### config.mk
export PLATFORM = sky130hd
export DESIGN_NAME = mem_arbiter_flat
export DESIGN_NICKNAME = d
export VERILOG_FILES = /design/src/rtl/mem_arb_pkg.sv /design/src/rtl/mem_arbiter_if.sv /design/src/rtl/mem_arb_pick.sv /design/src/rtl/mem_arbiter.sv /design/src/flat_wrapper.sv
export SDC_FILE = /design/constraint.sdc
export NUM_CORES = 1
export LEC_CHECK = 0
export BUFFER_PORTS_ARGS = -buffer_cell sky130_fd_sc_hd__buf_4
export CAP_MARGIN = 40
export CELL_PAD_IN_SITES_DETAIL_PLACEMENT = 1
export CELL_PAD_IN_SITES_GLOBAL_PLACEMENT = 2
export CORE_AREA = 5 5 129 131
export DETAILED_ROUTE_END_ITERATION = 10
export DIE_AREA = 0 0 134 136
export PLACE_DENSITY_LB_ADDON = 0.1
export REMOVE_ABC_BUFFERS = 1
export SYNTH_ARGS = -nofsm -noshare
export SYNTH_HDL_FRONTEND = slang
export SYNTH_SLANG_ARGS = --single-unit
### constraint.sdc
create_clock -name clk -period 5.2 [get_ports clk]
set_clock_uncertainty 0.2 [all_clocks]
set_input_delay 1.56 -clock clk [delete_from_list [all_inputs] [get_ports clk]]
set_output_delay 1.56 -clock clk [all_outputs]
set_load 0.01 [all_outputs]
### src/rtl/mem_arb_pkg.sv
// Shared types for the I/D memory arbiter: FSM states, port select, bus widths.
// Latency: n/a (types only).
// Backpressure: n/a (types only).
package mem_arb_pkg;
    localparam int WORD_W = 32;
    localparam int ADR_W  = 30;

    typedef enum logic [1:0] {IDLE, ACCESS, RESP} state_t;
    typedef enum logic {SEL_I, SEL_D} sel_t;
endpackage

### src/rtl/mem_arbiter_if.sv
// I-fetch port, D load/store port and single-port memory bundle around mem_arbiter.
// Latency: n/a (wires only).
// Backpressure: requests are held by the master until the matching gnt.
interface mem_arbiter_if;
    import mem_arb_pkg::*;

    logic              i_req;
    logic [WORD_W-1:0] i_adr;
    logic              i_gnt;
    logic              i_rvalid;
    logic [WORD_W-1:0] i_rdata;
    logic              i_err;

    logic              d_req;
    logic              d_we;
    logic [WORD_W-1:0] d_adr;
    logic [WORD_W-1:0] d_wdata;
    logic              d_gnt;
    logic              d_rvalid;
    logic [WORD_W-1:0] d_rdata;
    logic              d_err;

    logic              mem_en;
    logic              mem_we;
    logic [ADR_W-1:0]  mem_adr;
    logic [WORD_W-1:0] mem_wdata;
    logic [WORD_W-1:0] mem_rdata;

    modport slave (
        input  i_req, i_adr, d_req, d_we, d_adr, d_wdata, mem_rdata,
        output i_gnt, i_rvalid, i_rdata, i_err,
        output d_gnt, d_rvalid, d_rdata, d_err,
        output mem_en, mem_we, mem_adr, mem_wdata
    );

    modport master (
        output i_req, i_adr, d_req, d_we, d_adr, d_wdata, mem_rdata,
        input  i_gnt, i_rvalid, i_rdata, i_err,
        input  d_gnt, d_rvalid, d_rdata, d_err,
        input  mem_en, mem_we, mem_adr, mem_wdata
    );
endinterface

### src/rtl/mem_arb_pick.sv
// Winner selection between I and D requests; MEM_ARB_RR_EN gives round-robin ties, else D priority with starvation override.
// Latency: combinational.
// Backpressure: none; the caller decides whether a grant may be issued this cycle.
module mem_arb_pick
    import mem_arb_pkg::*;
(
    input  logic i_req,
    input  logic d_req,
`ifdef MEM_ARB_RR_EN
    input  sel_t last_sel,
`else
    input  logic starve_hit,
`endif
    output logic any_req,
    output sel_t sel
);
    assign any_req = i_req | d_req;

    always_comb begin
        sel = SEL_D;
        if (i_req && !d_req) begin
            sel = SEL_I;
        end else if (i_req && d_req) begin
`ifdef MEM_ARB_RR_EN
            sel = (last_sel == SEL_D) ? SEL_I : SEL_D;
`else
            sel = starve_hit ? SEL_I : SEL_D;
`endif
        end
    end
endmodule

### src/rtl/mem_arbiter.sv
// Shares one single-port word memory between I-fetch and D load/store ports; MEM_ARB_RR_EN selects round-robin ties.
// Latency: gnt combinational in the request cycle, rvalid/rdata/err registered LATENCY+1 cycles after gnt.
// Backpressure: one access in flight; requests wait for gnt, next grant may overlap the response cycle.
module mem_arbiter
    import mem_arb_pkg::*;
#(
    parameter int SIZE       = 64,
    parameter int LATENCY    = 1,
    parameter int STARVE_MAX = 4
) (
    input  logic         clk,
    input  logic         reset_n,
    mem_arbiter_if.slave bus
);
    state_t           state;
    logic [1:0]       lat_cnt;
    sel_t             owner;
    logic             owner_we;
    logic             owner_err;
    logic             any_req;
    sel_t             sel;
    logic             gnt;
    logic [ADR_W-1:0] sel_wadr;
    logic             in_rng;
    logic             sel_we;
    logic             mem_en_c;
    logic             mem_we_c;

    // Reset gating keeps the combinational grant path low while reset_n is asserted.
    assign gnt      = reset_n && any_req && (state == IDLE || state == RESP);
    assign sel_wadr = (sel == SEL_I) ? bus.i_adr[WORD_W-1:2] : bus.d_adr[WORD_W-1:2];
    assign in_rng   = (sel_wadr < ADR_W'(SIZE));
    assign sel_we   = (sel == SEL_D) && bus.d_we;
    assign mem_en_c = gnt && in_rng;
    assign mem_we_c = mem_en_c && sel_we;

    assign bus.i_gnt     = gnt && (sel == SEL_I);
    assign bus.d_gnt     = gnt && (sel == SEL_D);
    assign bus.mem_en    = mem_en_c;
    assign bus.mem_we    = mem_we_c;
    assign bus.mem_adr   = mem_en_c ? sel_wadr : '0;
    assign bus.mem_wdata = mem_we_c ? bus.d_wdata : '0;

`ifdef MEM_ARB_RR_EN
    sel_t last_sel;

    always_ff @(posedge clk or negedge reset_n) begin
        if (!reset_n) begin
            last_sel <= SEL_I;
        end else if (gnt) begin
            last_sel <= sel;
        end
    end

    mem_arb_pick u_pick (
        .i_req    (bus.i_req),
        .d_req    (bus.d_req),
        .last_sel (last_sel),
        .any_req  (any_req),
        .sel      (sel)
    );
`else
    localparam int CNT_W = (STARVE_MAX < 1) ? 1 : $clog2(STARVE_MAX + 1);

    logic [CNT_W-1:0] starve_cnt;
    logic             starve_hit;

    assign starve_hit = (starve_cnt == CNT_W'(STARVE_MAX));

    // Counts D grants that overtook a waiting I request; saturates at STARVE_MAX.
    always_ff @(posedge clk or negedge reset_n) begin
        if (!reset_n) begin
            starve_cnt <= '0;
        end else if (gnt) begin
            if (sel == SEL_I) begin
                starve_cnt <= '0;
            end else if (bus.i_req && !starve_hit) begin
                starve_cnt <= starve_cnt + CNT_W'(1);
            end
        end
    end

    mem_arb_pick u_pick (
        .i_req      (bus.i_req),
        .d_req      (bus.d_req),
        .starve_hit (starve_hit),
        .any_req    (any_req),
        .sel        (sel)
    );
`endif

    always_ff @(posedge clk or negedge reset_n) begin
        if (!reset_n) begin
            state        <= IDLE;
            lat_cnt      <= '0;
            owner        <= SEL_I;
            owner_we     <= 1'b0;
            owner_err    <= 1'b0;
            bus.i_rvalid <= 1'b0;
            bus.i_rdata  <= '0;
            bus.i_err    <= 1'b0;
            bus.d_rvalid <= 1'b0;
            bus.d_rdata  <= '0;
            bus.d_err    <= 1'b0;
        end else begin
            bus.i_rvalid <= 1'b0;
            bus.i_rdata  <= '0;
            bus.i_err    <= 1'b0;
            bus.d_rvalid <= 1'b0;
            bus.d_rdata  <= '0;
            bus.d_err    <= 1'b0;
            case (state)
                IDLE, RESP: begin
                    if (gnt) begin
                        state     <= ACCESS;
                        lat_cnt   <= 2'(LATENCY - 1);
                        owner     <= sel;
                        owner_we  <= sel_we;
                        owner_err <= !in_rng;
                    end else begin
                        state <= IDLE;
                    end
                end
                ACCESS: begin
                    if (lat_cnt == 2'd0) begin
                        state <= RESP;
                        // Out-of-range and store responses carry no data.
                        if (owner == SEL_I) begin
                            bus.i_rvalid <= 1'b1;
                            bus.i_err    <= owner_err;
                            bus.i_rdata  <= owner_err ? '0 : bus.mem_rdata;
                        end else begin
                            bus.d_rvalid <= 1'b1;
                            bus.d_err    <= owner_err;
                            bus.d_rdata  <= (owner_err || owner_we) ? '0 : bus.mem_rdata;
                        end
                    end else begin
                        lat_cnt <= lat_cnt - 2'd1;
                    end
                end
                default: state <= IDLE;
            endcase
        end
    end
endmodule
### src/flat_wrapper.sv
// flat-port wrapper written by rule: the top's interface ports become plain ports
module mem_arbiter_flat import mem_arb_pkg::*;
#(
    parameter int SIZE       = 64,
    parameter int LATENCY    = 1,
    parameter int STARVE_MAX = 4
)
  (clk, reset_n, bus_i_req, bus_i_adr, bus_d_req, bus_d_we, bus_d_adr, bus_d_wdata, bus_mem_rdata, bus_i_gnt, bus_i_rvalid, bus_i_rdata, bus_i_err, bus_d_gnt, bus_d_rvalid, bus_d_rdata, bus_d_err, bus_mem_en, bus_mem_we, bus_mem_adr, bus_mem_wdata);
  mem_arbiter_if bus_i ();
  input  logic clk;
  input  logic reset_n;
  input wire logic [$bits(bus_i.i_req)-1:0] bus_i_req;
  input wire logic [$bits(bus_i.i_adr)-1:0] bus_i_adr;
  input wire logic [$bits(bus_i.d_req)-1:0] bus_d_req;
  input wire logic [$bits(bus_i.d_we)-1:0] bus_d_we;
  input wire logic [$bits(bus_i.d_adr)-1:0] bus_d_adr;
  input wire logic [$bits(bus_i.d_wdata)-1:0] bus_d_wdata;
  input wire logic [$bits(bus_i.mem_rdata)-1:0] bus_mem_rdata;
  output wire logic [$bits(bus_i.i_gnt)-1:0] bus_i_gnt;
  output wire logic [$bits(bus_i.i_rvalid)-1:0] bus_i_rvalid;
  output wire logic [$bits(bus_i.i_rdata)-1:0] bus_i_rdata;
  output wire logic [$bits(bus_i.i_err)-1:0] bus_i_err;
  output wire logic [$bits(bus_i.d_gnt)-1:0] bus_d_gnt;
  output wire logic [$bits(bus_i.d_rvalid)-1:0] bus_d_rvalid;
  output wire logic [$bits(bus_i.d_rdata)-1:0] bus_d_rdata;
  output wire logic [$bits(bus_i.d_err)-1:0] bus_d_err;
  output wire logic [$bits(bus_i.mem_en)-1:0] bus_mem_en;
  output wire logic [$bits(bus_i.mem_we)-1:0] bus_mem_we;
  output wire logic [$bits(bus_i.mem_adr)-1:0] bus_mem_adr;
  output wire logic [$bits(bus_i.mem_wdata)-1:0] bus_mem_wdata;
  assign bus_i.i_req = bus_i_req;
  assign bus_i.i_adr = bus_i_adr;
  assign bus_i.d_req = bus_d_req;
  assign bus_i.d_we = bus_d_we;
  assign bus_i.d_adr = bus_d_adr;
  assign bus_i.d_wdata = bus_d_wdata;
  assign bus_i.mem_rdata = bus_mem_rdata;
  assign bus_i_gnt = bus_i.i_gnt;
  assign bus_i_rvalid = bus_i.i_rvalid;
  assign bus_i_rdata = bus_i.i_rdata;
  assign bus_i_err = bus_i.i_err;
  assign bus_d_gnt = bus_i.d_gnt;
  assign bus_d_rvalid = bus_i.d_rvalid;
  assign bus_d_rdata = bus_i.d_rdata;
  assign bus_d_err = bus_i.d_err;
  assign bus_mem_en = bus_i.mem_en;
  assign bus_mem_we = bus_i.mem_we;
  assign bus_mem_adr = bus_i.mem_adr;
  assign bus_mem_wdata = bus_i.mem_wdata;
  mem_arbiter #(.SIZE(SIZE), .LATENCY(LATENCY), .STARVE_MAX(STARVE_MAX)) u_core (.clk(clk), .reset_n(reset_n), .bus(bus_i));
endmodule
**After elaboration in Yosys (flattened, before gate mapping)**

Cells that the tools add are included.

- Add/sub/neg operators: 2
- Multiply operators: 0
- Divide/modulo/power cells: 0
- $lt $le $gt $ge: 1
- Equality and inequality tests: 7
- Shifts and indexed selects: 0
- Mux-type cells: 34
- Bitwise operators: 2
- Reductions and logical operators: 22

Operator list:

| cell | number |
|---|---|
| two-way mux 32 bit | 9 |
| two-way mux 30 bit | 2 |
| < comparator 30 x 7 -> 1 bit (second input constant) | 1 |
| two-way mux 1 bit | 16 |
| logical AND 1 bit | 10 |
| one-hot mux 2 bit (2 select lines) | 2 |
| two-way mux 2 bit | 3 |
| two-way mux 3 bit | 2 |
| logical NOT 2 bit | 2 |
| inequality test 2 x 1 -> 1 bit (second input constant) | 2 |
| inequality test 2 bit (second input constant) | 2 |
| AND reduction 2 bit | 2 |
| adder 3 x 1 -> 3 bit (second input constant) | 1 |
| equality test 3 bit (second input constant) | 1 |
| logical NOT 1 bit | 3 |
| AND reduction 3 bit | 1 |
| equality test 2 x 1 -> 1 bit (second input constant) | 1 |
| equality test 2 bit (second input constant) | 1 |
| logical OR 1 bit | 2 |
| nonzero test 2 bit | 1 |
| OR reduction 2 bit | 1 |
| subtractor 2 x 1 -> 2 bit (second input constant) | 1 |
| inverter 1 bit | 1 |
| bitwise OR 1 bit | 1 |

- Register bits: 78
- Bits in latches: 0
- Bits in writable memories: 0
- ROM bits: 0
- Output and inout bits: 134
- Logic and storage cells: 80
- Memories: 0

**Logic depth before layout (Yosys ltp)**

Gate-level depths: netlist of the first run.

- Word-level depth: 9
- Depth in mapped cells: 8
- Depth with buffers taken out: 7

**Cells and area by module**

From an unflattened synthesis of the first run, not the netlist that was laid out.

- Cell total of the unflattened synthesis: 332
- Area, all modules: 3603.5 µm²

Modules (own cells, without submodules):

| module | times used | cells an instance | area an instance (µm²) | seq. area each (µm²) |
|---|---|---|---|---|
| mem_arbiter | 1 | 329 | 3588.4 | 1951.9 |
| mem_arb_pick | 1 | 3 | 15.0 | 0.0 |

**Least setup slack after synthesis of the first run**

No wires, ideal clock.

- Path type: input to output
- Start point: input bus_d_adr[18]
- End point: output bus_mem_wdata[23]
- Arrival time: 2752 ps
- Required time: 3440 ps
- Path slack: 688 ps
- Stages: 5
- Path buffers: 1
- Cell sequence: nor4_1 -> nand4_1 -> nor4_4 -> buf_6 -> and2_1

- Word-level cells in the longest chain between the ends: 5

RTL lines:

| what | line | text |
|---|---|---|
| from (decl) | flat_wrapper.sv:16 | `input wire logic [$bits(bus_i.d_adr)-1:0] bus_d_adr;` |
| two-way mux 30 bit | mem_arbiter.sv:31 | `assign sel_wadr = (sel == SEL_I) ? bus.i_adr[WORD_W-1:2] : bus.d_adr[WORD_W-1:2];` |
| < comparator 30 x 7 -> 1 bit | mem_arbiter.sv:32 | `assign in_rng = (sel_wadr < ADR_W'(SIZE));` |
| logical AND 1 bit | mem_arbiter.sv:34 | `assign mem_en_c = gnt && in_rng;` |
| logical AND 1 bit | mem_arbiter.sv:35 | `assign mem_we_c = mem_en_c && sel_we;` |
| net bus_mem_we | flat_wrapper.sv:28 | `output wire logic [$bits(bus_i.mem_we)-1:0] bus_mem_we;` |
| two-way mux 32 bit | mem_arbiter.sv:42 | `assign bus.mem_wdata = mem_we_c ? bus.d_wdata : '0;` |
| to (decl) | flat_wrapper.sv:30 | `output wire logic [$bits(bus_i.mem_wdata)-1:0] bus_mem_wdata;` |

The timed path passes the listed nets, and every way through them passes these cells.

**Worst setup path in the final report of the first run**

- Start point: input bus_d_adr[31]
- End point: output bus_mem_adr[4]

- Word-level cells in the longest chain between the ends: 4

RTL lines:

| what | line | text |
|---|---|---|
| two-way mux 30 bit | mem_arbiter.sv:31 |  |
| < comparator 30 x 7 -> 1 bit | mem_arbiter.sv:32 |  |
| logical AND 1 bit | mem_arbiter.sv:34 |  |
| two-way mux 30 bit | mem_arbiter.sv:41 | `assign bus.mem_adr = mem_en_c ? sel_wadr : '0;` |
| to (decl) | flat_wrapper.sv:29 | `output wire logic [$bits(bus_i.mem_adr)-1:0] bus_mem_adr;` |

No other way between the ends.

==> results of run 1 <==
==> registers in the layout (all words and copies together) (netlist names) <==
| register | cells |
|---|---|
| u_core.state | 2 |
| u_core.owner | 1 |
| u_core.bus.i_err | 1 |
| u_core.bus.d_rdata | 32 |
| u_core.owner_we | 1 |
| u_core.lat_cnt | 2 |
| u_core.bus.i_rdata | 32 |
| u_core.owner_err | 1 |
| u_core.bus.i_rvalid | 1 |
| u_core.starve_cnt | 3 |
| u_core.bus.d_err | 1 |
| u_core.bus.d_rvalid | 1 |
==> power groups by stage <==
stage	sequential, W	clock, W	combinational, W
2_1_floorplan	0.000644	0	0.0000464
3_3_place_gp	0.000645	0	0.000151
3_5_place_dp	0.000646	0	0.000160
4_1_cts	0.000635	0.000587	0.000160
5_1_grt	0.000637	0.000617	0.000176
6_report	0.000635	0.000564	0.000156
==> layer usage <==
layer,vias to the layer above,share of wire [%]
li1,1371,-
met1,1377,34
met2,148,54
met3,11,10
met4,0,1.9
met5,-,0
==> layout make-up <==
| class | instances | area (um2) | area share, % |
|---|---|---|---|
| clock buffers | 10 | 229 | 4.17 |
| clock inverters | 5 | 36.3 | 0.661 |
| inverters | 10 | 37.5 | 0.684 |
| multi-input cells | 193 | 1140 | 20.7 |
| flip-flops and latches | 78 | 1950 | 35.6 |
| well taps | 192 | 240 | 4.38 |
| repair buffers | 243 | 1860 | 33.8 |
==> worst max-delay path: cells and delay by family <==
kind                   cells  cell delay (ps)
buffers and inverters      2              270
AND/OR/NAND/NOR            2              580
AO/OA/AOI/OAI              2              750
==> how the worst max path moves through the flow <==
stage          depth (start not counted)          endpoint  slack [ps]
6_report                               6    bus_mem_adr[4]         270
3_3_place_gp                           6    bus_mem_adr[0]         300
3_5_place_dp                           6    bus_mem_adr[2]         220
5_1_grt                                6    bus_mem_adr[2]          80
4_1_cts                                6    bus_mem_adr[2]         210
2_1_floorplan                          4  bus_mem_wdata[0]         380
==> through the flow <==
stage	setup slack, ps	instance area (um2)
after floorplan	383	3120
after global placement	298	5200
after detailed placement	217	5230
after CTS	208	5490
after global routing	77.6	5490
final	273	5490
==> cells by family after synthesis <==
logic type      Yosys count
simple gates            150
flops                    78
buf+inv                  45
compound gates           15
fa+ha+maj                 3
xor+xnor                  1
other cells               1
==> cells in the final DEF (no fill, tap or decap) <==
cell type                    synthesis  layout
sky130_fd_sc_hd__and2_1             89      89
sky130_fd_sc_hd__a21boi_0            1       1
sky130_fd_sc_hd__a21bo_2             1       1
sky130_fd_sc_hd__nand2_1            17      17
sky130_fd_sc_hd__clkinv_2            0       1
sky130_fd_sc_hd__clkinvlp_4          0       3
sky130_fd_sc_hd__buf_16              0       1
sky130_fd_sc_hd__nand3_1            10      10
sky130_fd_sc_hd__inv_6               0       1
sky130_fd_sc_hd__buf_12              0       1
sky130_fd_sc_hd__nor3_2              0       2
sky130_fd_sc_hd__clkbuf_16           0       9
sky130_fd_sc_hd__conb_1              1      24
sky130_fd_sc_hd__nor3_1              3       1
sky130_fd_sc_hd__nor4_1             12      12
sky130_fd_sc_hd__nand4b_1            1       1
sky130_fd_sc_hd__inv_1              10      10
sky130_fd_sc_hd__and2_2              7       7
sky130_fd_sc_hd__buf_4              24     241
sky130_fd_sc_hd__o22ai_1             1       1
sky130_fd_sc_hd__xor2_1              1       1
sky130_fd_sc_hd__o32a_1              1       1
sky130_fd_sc_hd__clkbuf_1            7       1
sky130_fd_sc_hd__nor2b_1             2       2
sky130_fd_sc_hd__ha_1                3       3
sky130_fd_sc_hd__nor2_1              3       3
sky130_fd_sc_hd__or3b_2              1       1
sky130_fd_sc_hd__nand4_1             2       2
sky130_fd_sc_hd__o21ai_0             5       5
sky130_fd_sc_hd__nor4_4              1       1
sky130_fd_sc_hd__dfrtp_1            78      78
sky130_fd_sc_hd__a21oi_1             6       6
sky130_fd_sc_hd__nand3b_1            2       2
==> flow_metrics.tcl, run 1 <==
set metrics [dict create \
    r2r_cells 6 \
    layout_min_cycle_time_ps 4930 \
    cts.reportedPaths.clkPinSlew_ps 60 \
    antenna_violating_nets_post_route 0 \
    die_h_um 136 \
    htreeDepth 3 \
    data_required_critical_path_ps 3440 \
    path_cells "buf_4 > nor4_1 > nand4_1 > o32a_1 > a21oi_1 > buf_4" \
    grt_pass1_vias 3299 \
    rows 46 \
    p_comb_share_pct 11.5 \
    drt-total-wl_mm 12.6 \
    worst_rel_slew_slack_pct 63.3 \
    floorplan.io_pins 267 \
    final.fill_count 1757 \
    initial_antenna_violation_count 0 \
    worstPathArrival_ps 3170 \
    worst_hold_slack_ps 311 \
    use_met2_pct 24.4 \
    synthesis.instances 293 \
    report.final.setup_viol 0 \
    largest_family_of_logic_cells_by_synthesized_area "simple AND/OR/NAND/NOR gates" \
    hold_viol 0 \
    yosysSeqAreaShare_pct 59.6 \
    internal-power_w 0.00103 \
    p_seq_share_pct 46.9 \
    unrepaired_setup_endpoints_after_global_routing "no" \
    die_x_um 134 \
    min_to "u_core.lat_cnt[0]$_DFFE_PN0P_" \
    post_synth_mux_area_share_pct 0 \
    synthXorXnorAreaFrac_pct 0.267 \
    fin_setup_tns_ps 0 \
    synthSimpleGateAreaFrac_pct 27.6 \
    post_synth_fa_ha_maj_area_fraction_pct 1.15 \
    timing.critical_path.from "bus_d_adr[31]" \
    pwr-share-clk_pct 41.6 \
    max_slew.worst_pin.slew_ps 544 \
    vias_per_cell 3.98 \
    number_of_enable_flip_flop_cells_after_synthesis 0 \
    worstSetupEndpointType "output port" \
    setup.worst_path.class "in -> out" \
    n_antenna_cell 0 \
    ys_async_rst_share_pct 100 \
    pin_count_of_the_biggest_net_entering_global_routing 53 \
    worst_path_most_repeated_cell "sky130_fd_sc_hd__buf_4" \
    min_path_type "reg -> reg" \
    clock_sinks 78 \
    holdBufCountCts 0 \
    worst_r2r_startpoint "u_core.starve_cnt[0]$_DFFE_PN0P_" \
    grt_pass1_wl_mm 18.7 \
    grt.met1_usage_pct 13.8 \
    place_congestion 0.708 \
    reg_to_reg_critical_path_endpoint "u_core.owner_err$_DFFE_PN0P_" \
    cts_resized 0 \
    floorplan.core_area_mm2 0.0155 \
    timing.critical_path.slowest_cell_delay_ps 550 \
    num_vias 2907 \
    critical_path_peak_fanout 8 \
    power_density_mw_per_mm2 247 \
    fp.dieArea_mm2 0.0182 \
    worst-r2r-setup-slack_ps 3170 \
    tritoncts.num_buffers 9 \
    min_from "u_core.lat_cnt[0]$_DFFE_PN0P_" \
    nNetsFinal 671 \
    critical-path-slowest-cell "sky130_fd_sc_hd__o32a_1" \
    place_inst 716 \
    firstDrtPassIters 4 \
    cts_tree "built" \
    post_synth_instance_area_mm2 0.00328 \
    globalRouteMet3Util_pct 7.11 \
    ctsRootBufferMaster "sky130_fd_sc_hd__clkbuf_16" \
    synth_seq_cells 78 \
    synth_ff_type "sky130_fd_sc_hd__dfrtp_1" \
    swShare_pct 24.1 \
    buffer_ports.inserted 238 \
    cts_setup_buffers 0 \
    final_worst_path_period_share_pct 94.7 \
    fmax_mhz 203 \
    routed_wire_length_per_instance_um 17.2 \
    yosysTopAreaCellShare_pct 59.6 \
    dpl.hpwl_mm 10.3 \
    remaining_drc_errors 0 \
    synth.avg_cell_area_um2 11.2 \
    power.ir.vdd_worst_uv 143 \
    final_max_slew_viol_count 0 \
    status "finished, final reports clean" \
    grt_use_total_pct 13.6 \
    worst_skew_pair.late_latency_ps 330 \
    cp-start-kind "input port" \
    post_synth_num_cell_types 28 \
    area_delta_synth_final_pct 67.5 \
    yosys.area.top_type "sky130_fd_sc_hd__dfrtp_1" \
    synth_compound_area_share_pct 2.71 \
    netlist_top_cells_area "sky130_fd_sc_hd__dfrtp_1 (60%), sky130_fd_sc_hd__and2_1 (17%), sky130_fd_sc_hd__buf_4 (5.5%)" \
    layout-drive-gt1-share_pct 49.9 \
    power.leakage_nw 3.02 \
    drtIter0Drc 25 \
    p_switching_w 0.000326 \
    clockBufferDepth 2 \
    fin_util_pct 35.5 \
    post-layout-total-power_w 0.00136 \
    synthTopCellsByCount "sky130_fd_sc_hd__and2_1 (89), sky130_fd_sc_hd__dfrtp_1 (78), sky130_fd_sc_hd__buf_4 (24)" \
    holdPathStages 1 \
    synth-warning-count 0 \
    final-instance-count-excl-fill 731 \
    cap_viol_max_count 0 \
    synth.most_common_cell "sky130_fd_sc_hd__and2_1" \
    floorplan.initialDensity_pct 21.2 \
    grt_most_used_layer "met2" \
    global_route.overflow_total 0 \
]
(Power assumes the default switching activity.)
==> inputs of run 2 (changes only) <==
--- a/config.mk
+++ b/config.mk
@@ -9,11 +9,12 @@
 export CAP_MARGIN = 40
 export CELL_PAD_IN_SITES_DETAIL_PLACEMENT = 1
 export CELL_PAD_IN_SITES_GLOBAL_PLACEMENT = 2
-export CORE_AREA = 5 5 129 131
+export CORE_AREA = 2 2 126 128
 export DETAILED_ROUTE_END_ITERATION = 10
-export DIE_AREA = 0 0 134 136
+export DIE_AREA = 0 0 128 130
 export PLACE_DENSITY_LB_ADDON = 0.1
 export REMOVE_ABC_BUFFERS = 1
 export SYNTH_ARGS = -nofsm -noshare
 export SYNTH_HDL_FRONTEND = slang
+export SYNTH_HIERARCHICAL = 1
 export SYNTH_SLANG_ARGS = --single-unit
==> run 2 against run 1 <==
  * Via count increased by 8.3%
  * Clock power is 9.6% higher
  * Critical path depth up 3
  * Global-route usage up 0.65 points
  * Worst setup slack lost 70 ps
  * Routed wire length fell by 3.6%
  * Critical path type unchanged
  * Largest cell class unchanged
==> flow_metrics.tcl, run 2 <==
set metrics [dict create \
    status "finished, final reports clean" \
    nNetsFinal 708 \
    num_vias 3149 \
    yosysSeqAreaShare_pct 54.2 \
    initial_antenna_violation_count 0 \
    clockBufferDepth 2 \
    rows 46 \
    cts_setup_buffers 0 \
    grt_use_total_pct 14.3 \
    p_comb_share_pct 11.6 \
    n_antenna_cell 0 \
    synth.most_common_cell "sky130_fd_sc_hd__dfrtp_1" \
    cts.reportedPaths.clkPinSlew_ps 50 \
    drtIter0Drc 81 \
    critPathTopFamily "simple AND/OR/NAND/NOR gates" \
    worst_skew_pair.late_latency_ps 330 \
    ctsRootBufferMaster "sky130_fd_sc_hd__clkbuf_16" \
    synth_compound_area_share_pct 2.78 \
    critical-path-slowest-cell "sky130_fd_sc_hd__or4b_1" \
    remaining_drc_errors 0 \
    worstPathArrival_ps 3240 \
    largest_family_of_logic_cells_by_synthesized_area "simple AND/OR/NAND/NOR gates" \
    fp.dieArea_mm2 0.0166 \
    largest_registers "u_core/bus.d_rdata (32), u_core/bus.i_rdata (32), u_core/starve_cnt (3)" \
    synth.avg_cell_area_um2 10.9 \
    post_synth_fa_ha_maj_area_fraction_pct 1.04 \
    drt-total-wl_mm 12.1 \
    max_slew.worst_pin.slew_ps 522 \
    worst_hold_slack_ps 305 \
    cap_viol_max_count 0 \
    fmax_mhz 200 \
    power.ir.vdd_worst_uv 117 \
    firstDrtPassIters 4 \
    hold_viol 0 \
    most_common_library_cell_in_the_layout_ignoring_fill_and_taps "sky130_fd_sc_hd__buf_4" \
    clock_sinks 78 \
    floorplan.core_area_mm2 0.0154 \
    min_path_type "reg -> reg" \
    ys_async_rst_share_pct 100 \
    global_route.overflow_total 0 \
    yosys.area.top_type "sky130_fd_sc_hd__dfrtp_1" \
    cp.buffers_inverters 4 \
    cts_tree "built" \
    synthesis.instances 332 \
    timing.critical_path.slowest_cell_delay_ps 470 \
    grt_pass1_wl_mm 17.8 \
    synth-warning-count 6 \
    unrepaired_setup_endpoints_after_global_routing "no" \
    pin_count_of_the_biggest_net_entering_global_routing 66 \
    number_of_enable_flip_flop_cells_after_synthesis 0 \
    dpl.hpwl_mm 9.62 \
    grt_pass1_vias 3298 \
    post-layout-total-power_w 0.00141 \
    synth_ff_type "sky130_fd_sc_hd__dfrtp_1" \
    synthSimpleGateAreaFrac_pct 29.3 \
    post_synth_instance_area_mm2 0.00360 \
    vias_per_cell 4.09 \
    setup.worst_path.class "in -> out" \
    area_delta_synth_final_pct 62.1 \
    post_synth_mux_area_share_pct 0.313 \
    path_cells "buf_4 > inv_1 > o21ai_2 > or4b_1 > o22ai_2 > nand3_4 > buf_12 > nor3_2 > buf_4" \
    final_max_slew_viol_count 0 \
    routed_wire_length_per_instance_um 15.8 \
    tritoncts.num_buffers 9 \
    holdBufCountCts 0 \
    synth_seq_cells 78 \
    swShare_pct 23.1 \
    die_h_um 130 \
    p_switching_w 0.000327 \
    post_synth_num_cell_types 38 \
    power_density_mw_per_mm2 242 \
    floorplan.io_pins 267 \
    buffer_ports.inserted 238 \
    antenna_violating_nets_post_route 0 \
    yosysTopAreaCellShare_pct 54.2 \
    pwr-share-clk_pct 43.7 \
    htreeDepth 3 \
    worst_path_most_repeated_cell "sky130_fd_sc_hd__buf_4" \
    synthXorXnorAreaFrac_pct 0.243 \
    synthTopCellsByCount "sky130_fd_sc_hd__dfrtp_1 (78), sky130_fd_sc_hd__and2_1 (67), sky130_fd_sc_hd__inv_1 (39)" \
    netlist_top_cells_area "sky130_fd_sc_hd__dfrtp_1 (54%), sky130_fd_sc_hd__and2_1 (12%), sky130_fd_sc_hd__nor3_2 (8.9%)" \
    die_x_um 128 \
    worst_rel_slew_slack_pct 65.2 \
    report.final.setup_viol 0 \
    layout.cells.most_common_list "sky130_fd_sc_hd__buf_4 (245), sky130_fd_sc_hd__dfrtp_1 (78), sky130_fd_sc_hd__and2_1 (67)" \
    layout-drive-gt1-share_pct 52.5 \
    power.leakage_nw 3.10 \
    place_congestion 0.750 \
    internal-power_w 0.00109 \
    final_worst_path_period_share_pct 96.1 \
    critical_path_peak_fanout 41 \
    layout_min_cycle_time_ps 5000 \
    p_seq_share_pct 44.7 \
    worstSetupEndpointType "output port" \
    cts_resized 0 \
    cp-start-kind "input port" \
    data_required_critical_path_ps 3440 \
    floorplan.initialDensity_pct 23.4 \
]
## run 2: cell types whose count changed after synthesis, sizes merged, moves of 3 or more
cell | before | now
nand2 | 17 | 6
nor3 | 3 | 35
inv | 10 | 39
nor2 | 3 | 8
nor4 | 13 | 8
nand3 | 10 | 16
and2 | 96 | 67
buf | 28 | 33
o21ai | 5 | 2
## run 2: per-layer routing
metal  GRT usage, %  wire length [um]
met1           15.1              4530
met2           26.7              6380
met3           5.08              1080
met4           4.27               133
met5              0                 0
## run 2: final cells by class
| class | instances | area [um2] |
|---|---|---|
| multi-input combinational | 197 | 1320 |
| sequential | 78 | 1950 |
| clock buffer | 11 | 233 |
| tap | 192 | 240 |
| clock inverter | 5 | 58.8 |
| inverter | 39 | 146 |
| timing repair buffer | 247 | 1890 |
| fill | 1771 | 9580 |
## run 2: path summary, 6_finish.rpt
kind / start / to / slack [ps] / cells past startpoint
hold reg to reg: u_core/owner_we$_DFFE_PN0P_ / u_core/owner_we$_DFFE_PN0P_ / 310 / 2
setup reg to reg: u_core/starve_cnt[0]$_DFFE_PN0P_ / u_core/owner_err$_DFFE_PN0P_ / 2730 / 9
min in group asynchronous: reset_n / u_core/bus.i_rdata[13]$_DFF_PN0_ / 1000 / 2
max in group asynchronous: reset_n / u_core/bus.i_rdata[18]$_DFF_PN0_ / 3220 / 3
hold / removal: u_core/owner_we$_DFFE_PN0P_ / u_core/owner_we$_DFFE_PN0P_ / 310 / 2
setup / recovery: bus_d_req / bus_mem_wdata[19] / 200 / 9
## run 2: through the flow
| step | cell area [um2] | setup TNS, ps | worst slack, ps | util, % | std cells |
|---|---|---|---|---|---|
| CTS | 5840 | 0 | 103 | 37.8 | 769 |
| global placement | 5520 | 0 | 151 | 35.8 | 752 |
| global route | 5840 | 0 | 68.2 | 37.9 | 769 |
| floorplan | 3400 | -15460 | -440 | - | 314 |
| detailed placement | 5550 | 0 | 111 | 36.0 | 753 |
| finish | 5840 | 0 | 204 | 37.9 | 769 |
## run 2: kinds of logic (layout without fill, tap and decap cells)
logic type      Yosys count  count (layout)
buf+inv                  80             302
compound gates           15              15
flops                    78              78
xor+xnor                  1               1
mux                       1               1
other cells               1              24
simple gates            153             153
fa+ha+maj                 3               3
## run 2: power by group through the flow
stage | Combinational, W | Sequential (W) | Clock [W]
2_1_floorplan | 0.0000512 | 0.000642 | 0
3_5_place_dp | 0.000166 | 0.000644 | 0
4_1_cts | 0.000166 | 0.000632 | 0.000635
3_3_place_gp | 0.000157 | 0.000643 | 0
5_1_grt | 0.000182 | 0.000634 | 0.000665
6_report | 0.000163 | 0.000632 | 0.000618
## run 2: tightest hold or removal path, cell delays in order, from the launching register on
cell and delay [ps]:
sky130_fd_sc_hd__dfrtp_1 360, sky130_fd_sc_hd__nand2_1 60, sky130_fd_sc_hd__nand2_1 60
==> inputs of run 3 (changes only) <==
--- a/config.mk
+++ b/config.mk
@@ -5,13 +5,13 @@
 export SDC_FILE = /design/constraint.sdc
 export NUM_CORES = 1
 export LEC_CHECK = 0
-export BUFFER_PORTS_ARGS = -buffer_cell sky130_fd_sc_hd__buf_4
 export CAP_MARGIN = 40
 export CELL_PAD_IN_SITES_DETAIL_PLACEMENT = 1
 export CELL_PAD_IN_SITES_GLOBAL_PLACEMENT = 2
-export CORE_AREA = 2 2 126 128
+export CORE_AREA = 2 2 102 104
 export DETAILED_ROUTE_END_ITERATION = 10
-export DIE_AREA = 0 0 128 130
+export DIE_AREA = 0 0 104 106
+export DONT_BUFFER_PORTS = 1
 export PLACE_DENSITY_LB_ADDON = 0.1
 export REMOVE_ABC_BUFFERS = 1
 export SYNTH_ARGS = -nofsm -noshare
==> run 3 against run 2 <==
  * Clock power is 28% lower
  * Largest power group unchanged
  * Worst setup slack worse by 8.3 ps
  * Sequential cell count stayed put
  * Highest routed layer unchanged
  * Combinational power is 60% lower
==> flow_metrics.tcl, run 3 (synthesized netlist as in run 2, its figures left out) <==
set metrics [dict create \
    pin_count_of_the_biggest_net_entering_global_routing 81 \
    min_path_type "reg -> reg" \
    critical_path_peak_fanout 37 \
    drt-total-wl_mm 9.71 \
    floorplan.core_area_mm2 0.0100 \
    cts.reportedPaths.clkPinSlew_ps 80 \
    rows 37 \
    setup.worst_path.class "in -> out" \
    drtIter0Drc 72 \
    buffer_ports.inserted 0 \
    final.fill_count 1162 \
    report.final.setup_viol 0 \
    firstDrtPassIters 4 \
    fmax_mhz 200 \
    remaining_drc_errors 0 \
    topRoutingLayerUsed "met4" \
    layout.area.seq_mm2 0.00195 \
    dpl.hpwl_mm 7.63 \
    routed-wl-met3_um 852 \
    internal-power_w 0.000879 \
    timing.critical_path.slowest_cell_delay_ps 490 \
    met1_length_mm 3.27 \
    layout_min_cycle_time_ps 5000 \
    multiInputGateArea_mm2 0.00132 \
    data_required_critical_path_ps 3440 \
    place_inst 489 \
    p_seq_share_pct 55.3 \
    global_route.overflow_total 0 \
    power_density_mw_per_mm2 280 \
    n_antenna_cell 0 \
    worstSetupEndpointType "output port" \
    grt_pass1_vias 2506 \
    initial_antenna_violation_count 0 \
    place_congestion 0.782 \
    grt_pass1_wl_mm 14.4 \
    cts_resized 0 \
    timing.critical_path.from "bus_d_req" \
    cp-start-kind "input port" \
    worstPathArrival_ps 3240 \
    clock_sinks 78 \
    critical-path-slowest-cell "sky130_fd_sc_hd__or4b_1" \
    worst_skew_pair.late_latency_ps 340 \
    crit_end "bus_mem_wdata[16]" \
    clockBufferDepth 2 \
    pwr-share-clk_pct 39.0 \
    swShare_pct 23.2 \
    routed_wire_length_per_instance_um 19.3 \
    area_delta_synth_final_pct 13.5 \
    die_h_um 106 \
    path_cells "inv_1 > o21ai_1 > or4b_1 > o22ai_2 > nand3_4 > buf_12 > nor3_2 > buf_4" \
    final-instance-count-excl-fill 504 \
    die_x_um 104 \
    floorplan.io_pins 267 \
    htreeDepth 3 \
    tritoncts.num_buffers 9 \
    worst-r2r-setup-slack_ps 2770 \
    worst_rel_slew_slack_pct 65.5 \
    worst_r2r_startpoint "u_core/starve_cnt[0]$_DFFE_PN0P_" \
    most_common_library_cell_in_the_layout_ignoring_fill_and_taps "sky130_fd_sc_hd__dfrtp_1" \
    holdBufCountCts 0 \
    grt_use_total_pct 17.3 \
    cts_tree "built" \
    ctsRootBufferMaster "sky130_fd_sc_hd__clkbuf_8" \
    final_max_slew_viol_count 0 \
    p_comb_share_pct 5.7 \
    status "finished, final reports clean" \
    power.leakage_nw 2.00 \
    power.ir.vdd_worst_uv 112 \
    floorplan.initialDensity_pct 36.0 \
    reg_to_reg_critical_path_endpoint "u_core/owner_err$_DFFE_PN0P_" \
    route.met2.wl_mm 5.45 \
    cts_setup_buffers 0 \
    r2r_cells 8 \
    layout-drive-gt1-share_pct 25.8 \
    final_worst_path_period_share_pct 96.2 \
    unrepaired_setup_endpoints_after_global_routing "no" \
    hold_viol 0 \
    nNetsFinal 500 \
    largest_registers "u_core/bus.d_rdata (32), u_core/bus.i_rdata (32), u_core/starve_cnt (3)" \
    layout.cells.most_common_list "sky130_fd_sc_hd__dfrtp_1 (78), sky130_fd_sc_hd__and2_1 (67), sky130_fd_sc_hd__inv_1 (39)" \
    p_switching_w 0.000266 \
    max_slew.worst_pin.slew_ps 518 \
    antenna_violating_nets_post_route 0 \
    fp.dieArea_mm2 0.0110 \
    worst_hold_slack_ps 297 \
    cap_viol_max_count 0 \
    vias_per_cell 4.77 \
    num_vias 2402 \
]
==> run 3: how the worst min path moves through the flow <==
stage                                              from                             to  slack, ps  depth (start not counted)
after global routing        u_core/owner_we$_DFFE_PN0P_    u_core/owner_we$_DFFE_PN0P_        350                          2
after floorplan             u_core/owner_we$_DFFE_PN0P_    u_core/owner_we$_DFFE_PN0P_        250                          2
final                     u_core/lat_cnt[0]$_DFFE_PN0P_  u_core/lat_cnt[0]$_DFFE_PN0P_        300                          1
after global placement    u_core/lat_cnt[0]$_DFFE_PN0P_  u_core/lat_cnt[0]$_DFFE_PN0P_        280                          1
after CTS                 u_core/lat_cnt[0]$_DFFE_PN0P_  u_core/lat_cnt[0]$_DFFE_PN0P_        310                          1
after detailed placement  u_core/lat_cnt[0]$_DFFE_PN0P_  u_core/lat_cnt[0]$_DFFE_PN0P_        290                          1
==> run 3: layout make-up <==
class                           count  share of cell area (%)
Multi-Input combinational cell    197                    32.3
Sequential cell                    78                    47.7
Timing Repair Buffer               39                    7.46
Clock inverter                      5                    1.44
Tap cell                          136                    4.16
Clock buffer                       10                    3.36
Inverter                           39                    3.58
==> run 3: metal layers <==
layer  up-vias  track usage, %
met5         -               0
met4         0            5.69
met3         8            6.50
met2       144            33.0
met1      1181            17.2
li1       1069               -
==> run 3: through the flow <==
stage / cell area, um2 / total power, W / setup TNS, ps / utilization (%) / worst slack, ps
6_report: 4090 / 0.00115 / 0 / 40.9 / 196
3_3_place_gp: 3890 / 0.000709 / 0 / 38.9 / 228
4_1_cts: 4090 / 0.00116 / 0 / 40.9 / 207
2_1_floorplan: 3400 / 0.000693 / -15460 / - / -440
5_1_grt: 4090 / 0.00120 / 0 / 40.9 / 64.9
3_5_place_dp: 3890 / 0.000711 / 0 / 38.9 / 212
==> run 3: power groups by stage <==
stage / Sequential, W / Combinational (W) / Clock [W]
floorplan: 0.000642 / 0.0000512 / 0
global placement: 0.000645 / 0.0000636 / 0
detailed placement: 0.000646 / 0.0000653 / 0
CTS: 0.000634 / 0.0000658 / 0.000461
global route: 0.000636 / 0.0000746 / 0.000493
finish: 0.000634 / 0.0000651 / 0.000446
==> run 3: critical path: cells and delay by family <==
kind                   cells  cell delay [ps]
and+or+nand+nor            3              800
buffers and inverters      3              380
AOI/OAI and AO/OA          2              480
